`src/rtl/inst_fetch.sv`:
```
// Fetch stage: owns the fetch PC, drives the instruction ROM and
// buffers {pc, inst, misalign} entries in a small prefetch FIFO.
module inst_fetch #(
   parameter int                ADDR_W   = 32,
   parameter logic [ADDR_W-1:0] RESET_PC = '0,
   parameter int                DEPTH    = 4
) (
   input  logic              clk,
   input  logic              rst,
   output logic              rom_ce_o,
   output logic [ADDR_W-1:0] rom_addr_o,
   input  logic [31:0]       rom_inst_i,
   input  logic              branch_flag_i,
   input  logic [ADDR_W-1:0] branch_target_i,
   input  logic              id_ready_i,
   output logic              id_valid_o,
   output logic [ADDR_W-1:0] id_pc_o,
   output logic [31:0]       id_inst_o,
   output logic              id_misalign_o
);

   localparam int PTR_W = $clog2(DEPTH);
   localparam logic [PTR_W:0]   FULL    = (PTR_W+1)'(DEPTH);
   localparam logic [PTR_W:0]   CNT_ONE = (PTR_W+1)'(1);
   localparam logic [PTR_W-1:0] PTR_ONE = PTR_W'(1);
   localparam logic [ADDR_W-1:0] STEP   = ADDR_W'(4);

   typedef enum logic [1:0] {IDLE, RUN, REDIR} state_t;

   state_t state, state_nxt;

   logic [ADDR_W-1:0] fetch_pc;
   logic [ADDR_W-1:0] addr_q;
   logic              mis_pend;

   logic [ADDR_W-1:0] mem_pc   [DEPTH];
   logic [31:0]       mem_inst [DEPTH];
   logic              mem_mis  [DEPTH];
   logic [PTR_W-1:0]  wr_ptr, rd_ptr;
   logic [PTR_W:0]    count;

   logic empty, full, space, fetch, push, pop;

   assign empty = (count == '0);
   assign full  = (count == FULL);
   // A full FIFO still has room when decode drains the head this cycle.
   assign space = !full || id_ready_i;
   assign push  = fetch;
   assign pop   = !empty && id_ready_i && !branch_flag_i;

   always_comb begin
      state_nxt = state;
      fetch     = 1'b0;
      unique case (state)
         IDLE: state_nxt = RUN;
         RUN, REDIR: begin
            state_nxt = branch_flag_i ? REDIR : RUN;
            fetch     = space && !branch_flag_i;
         end
         default: state_nxt = IDLE;
      endcase
   end

   assign rom_ce_o   = fetch;
   assign rom_addr_o = fetch ? fetch_pc : addr_q;

   always_ff @(posedge clk or negedge rst) begin
      if (!rst) begin
         state    <= IDLE;
         fetch_pc <= RESET_PC;
         addr_q   <= '0;
         mis_pend <= 1'b0;
         wr_ptr   <= '0;
         rd_ptr   <= '0;
         count    <= '0;
         for (int i = 0; i < DEPTH; i++) begin
            mem_pc[i]   <= '0;
            mem_inst[i] <= '0;
            mem_mis[i]  <= 1'b0;
         end
      end else begin
         state <= state_nxt;
         if (branch_flag_i) begin
            fetch_pc <= {branch_target_i[ADDR_W-1:2], 2'b00};
            mis_pend <= |branch_target_i[1:0];
            wr_ptr   <= '0;
            rd_ptr   <= '0;
            count    <= '0;
         end else begin
            if (push) begin
               mem_pc[wr_ptr]   <= fetch_pc;
               mem_inst[wr_ptr] <= rom_inst_i;
               mem_mis[wr_ptr]  <= mis_pend;
               wr_ptr           <= wr_ptr + PTR_ONE;
               fetch_pc         <= fetch_pc + STEP;
               addr_q           <= fetch_pc;
               mis_pend         <= 1'b0;
            end
            if (pop)
               rd_ptr <= rd_ptr + PTR_ONE;
            if (push && !pop)
               count <= count + CNT_ONE;
            else if (pop && !push)
               count <= count - CNT_ONE;
         end
      end
   end

   assign id_valid_o    = !empty;
   assign id_pc_o       = empty ? '0 : mem_pc[rd_ptr];
   assign id_inst_o     = empty ? '0 : mem_inst[rd_ptr];
   assign id_misalign_o = empty ? 1'b0 : mem_mis[rd_ptr];

endmodule

```
`config.mk`:
```
export PLATFORM = sky130hd
export DESIGN_NAME = inst_fetch
export DESIGN_NICKNAME = d
export VERILOG_FILES = /design/src/rtl/inst_fetch.sv
export SDC_FILE = /design/constraint.sdc
export NUM_CORES = 1
export LEC_CHECK = 0
export CAP_MARGIN = 30
export CORE_MARGIN = 2
export CORE_UTILIZATION = 40
export DETAILED_ROUTE_END_ITERATION = 7
export GPL_TIMING_DRIVEN = 0
export PLACE_DENSITY = 0.58
export SYNTH_ARGS = -nofsm -noshare
export SYNTH_HDL_FRONTEND = slang
export SYNTH_SLANG_ARGS = --single-unit
```
`constraint.sdc`:
```
create_clock -name clk -period 2.1 [get_ports clk]
set_input_delay 0.315 -clock clk [delete_from_list [all_inputs] [get_ports clk]]
set_output_delay 0.315 -clock clk [all_outputs]
set_load 0.01 [all_outputs]
```
==> summary.md <==
| Metric | Value |
|---|---|
| Die Wd | 200 µm |
| Setup_tns | -116.07 ns |
| Filler instances | 2809 |
| Initial antenna violation count | 1 |
| Routed via count | 11000 |
| Most used DFF post-synth | dfrtp_1 |
| Post-DR wirelength/cell | 23.4 µm |
| Setup crit start kind | flop |
| Avg Vias per Cell | 5.39 |
| Max_cap viols | 0 |
| Clk buf depth | 3 |
| Non-filler cells, final | 2043 |
| Slew HR | 37.3% |
| CP max FO | 5 |
| Nets | 1579 |
| Clk sinks | 324 |
| Wirelength, routed | 47800 µm |
| Worst clock skew | 0.0214 ns |
| # rows | 71 |
| Die Area | 0.0400 mm² |
| Period utilization | 125% |
| Tot Pwr | 37.9 mW |
| Yosys cell types | 61 |
| Number of synthesized flops with an enable pin | 0 |
| Unrepaired setup endpoints after global routing | true |
| Max Clk Rate | 0.382 GHz |
| First-pass GRT wire length | 65200 µm |
| Placeable Area | 0.0378 mm² |
| Worst-margin pin slew | 0.933 ns |
| Top Family by Delay on Critical Path | simple AND/OR/NAND/NOR gates |
| Clock share of power | 18.2% |
| Root Buffer | clkbuf_16 |
| Sw frac | 31.9% |
| Worst-path clk slew | 0.06 ns |
| Count leader, synth | dfrtp_1 |
| Clk_lat worst skew | 0.53 ns |
| First drt pass iteration count | 5 |
| DP Wirelength | 26200 µm |
| # DRC | 0 |
| Die H | 200 µm |
| Setup ws final | -0.519 ns |
| CP arrival | 2.30 ns |
| Share of cells above drive strength 1 | 56.6% |
| Combinational group share of total power | 54.1% |
| Top-area cell type share of the netlist area | 52.8% |
| Netlist Area Pre-Place | 0.0154 mm² |
| # setup viols final | 362 |
| Peak supply drop | 0.726 mV |
| Port Buffers | 162 |
| Hold Violations, Final | 0 |
| Failing checks | negative setup slack |
| Area grow syn2layout | 52.6% |
| Syn. warnings | 0 |
| Crit-path max cell delay | 0.59 ns |
| Cell accounting for the most synthesized area | dfrtp_1 |
| Gr ovfl total | 0 |
| Synth cell count leaders | dfrtp_1, mux2_2, nand2_1 |
| Critical path's most frequent cell | buf_12 |
| CP max stage cell | or4b_4 |
| Vias in the first global route | 10900 |
| I/O pins | 167 |
| Placed cells | 1816 |
| Setup CP Type | flop to output pin |
| Post-placement worst setup slack | -0.988 ns |
| Tmin final | 2.62 ns |
| Pin count of the biggest net entering global routing | 107 |
| Psw | 12.1 mW |
| DRT antenna net count | 0 |
| Fin. max-slew vios | 0 |
| Crit-path cells | or4b_4 -> nand2_8 -> inv_12 -> buf_12 -> buf_12 -> nand2_4 -> nand2_2 -> buf_6 |
| Internal power | 25.8 mW |
| Hold crit path type | primary input to asynchronous set/reset pin |
| Req. time, crit path | 1.78 ns |
| WP buf/inv | 4 |
| Syn Area/Cell | 13.5 µm² |
| H-tree depth | 2 |
| Ranking of synthesized cells by area | dfrtp_1, mux2_2, mux4_2 |
| Starting DRT DRC Count | 683 |
| CTS Buf Count | 38 |
| Starting density of the core | 40.7% |
| Seq pwr share | 27.7% |
| Gr usage total | 21.5% |
| CP endpoint kind | output pin |
| CTS tree | yes |
| Final GP Congestion | 0.817 |
| Final hold slack | 0.269 ns |
| Status | finished with violations |
| LEAKAGE | 11.4 nW |
| Pwr dens | 1620 mW/mm² |
| Async SR Flop Fraction | 100% |
| Mapped Cells | 1139 |
| Yosys reg bits | 324 |
| Sequential element share of the synthesized area | 52.8% |
==> registers in the layout, summed over array words and instances (netlist names) <==
signal,flops
mem_inst,128
fetch_pc,30
mis_pend,1
mem_mis,4
mem_pc,120
rd_ptr,2
addr_q,32
state,2
count,3
wr_ptr,2
==> worst paths after layout <==
kind                                        start                   endpoint  slack [ns]  cells past startpoint
max                          count[1]$_DFFE_PN0P_             rom_addr_o[29]       -0.52                      8
min                                           rst  mem_inst[105]$_DFFE_PN0P_        0.27                      2
max reg2reg                  count[1]$_DFFE_PN0P_     mem_pc[80]$_DFFE_PN0P_       -0.38                     10
min reg2reg                addr_q[30]$_DFFE_PN0N_     addr_q[30]$_DFFE_PN0N_        0.47                      2
max in group asynchronous                     rst     mem_pc[45]$_DFFE_PN0P_        0.54                      4
min in group clk                       id_ready_i       count[2]$_DFFE_PN0P_        0.33                      3
==> layer usage <==
layer / track usage [%] / up-vias / part of all wire [%]
met1: 30.7 / 5775 / 45
li1: - / 4843 / -
met5: 0 / - / 0
met3: 3.18 / 72 / 5.1
met2: 34.4 / 329 / 48
met4: 6.26 / 0 / 2.1
==> power by group through the flow <==
stage / Sequential, mW / Clock (mW) / Combinational [mW]
final: 10.5 / 6.90 / 20.5
after global routing: 10.8 / 7.31 / 21.7
after CTS: 10.2 / 7.02 / 16.8
after detailed placement: 10.3 / 0 / 12.6
after global placement: 10.3 / 0 / 12.4
after floorplan: 9.86 / 0 / 8.15
==> through the flow <==
| stage | cell area (µm²) | util, % |
|---|---|---|
| after detailed placement | 17800 | 47.0 |
| after floorplan | 15400 | - |
| after global placement | 17700 | 46.8 |
| final | 23400 | 62.1 |
| after global routing | 23400 | 62.1 |
| after CTS | 21200 | 56.1 |
==> layout make-up <==
| cell class | instances | area [µm²] | area share, % |
|---|---|---|---|
| Multi-Input combinational cell | 714 | 8320 | 35.5 |
| Sequential cell | 324 | 8120 | 34.6 |
| Timing Repair Buffer | 327 | 3900 | 16.7 |
| Clock buffer | 54 | 1130 | 4.83 |
| Buffer | 80 | 1060 | 4.53 |
| Tap cell | 511 | 639 | 2.73 |
| Clock inverter | 14 | 180 | 0.769 |
| Inverter | 18 | 80.1 | 0.342 |
| Antenna cell | 1 | 2.50 | 0.0107 |
==> cell families after synthesis <==
| group | share of synthesized area (%) |
|---|---|
| compound gates | 3.91 |
| xor+xnor | 0.228 |
| fa+ha+maj | 0.701 |
| buf+inv | 4.27 |
| flops | 52.8 |
| mux | 27.9 |
| other cells | 0.0244 |
| simple gates | 10.2 |
==> placed cells by master, fill, tap and decap left out, drive strengths merged, types with 2 or more instances in the layout <==
cell type      netlist  routed
ha                   7       7
nand2b               4       4
a41oi                2       2
nor3                 8       8
mux4                63      63
a31oi                3       3
nor4                 4       4
inv                 18      19
dfrtp              324     324
nand3               16      16
o311ai              15      15
buf                 53     285
mux2               254     254
o21ai               29      29
or3                  2       2
nand4                9       9
o211ai               9       9
clkdlybuf4s50        0      64
clkinv               0       8
nor2b                4       4
clkbuf              38     110
xor2                 3       3
a32oi                2       2
and2                69      69
or4                  9       9
a21oi                4       4
or2                  3       3
o31ai                6       6
conb                 1       2
bufinv               0       4
nand2              137     144
and4                 3       3
and3                 4       4
nor2                14      14
a221o                5       5
==> timing repair <==
action                                  in CTS  in global routing
hold buffers                                 1                  0
pin swaps                                   63                 44
cloned                                      15                 30
hold endpoints to repair                    33                  0
gates resized for setup                    778                404
endpoints found under the setup margin     367                389
setup buffers                               83                 53
(Power assumes the default switching activity.)
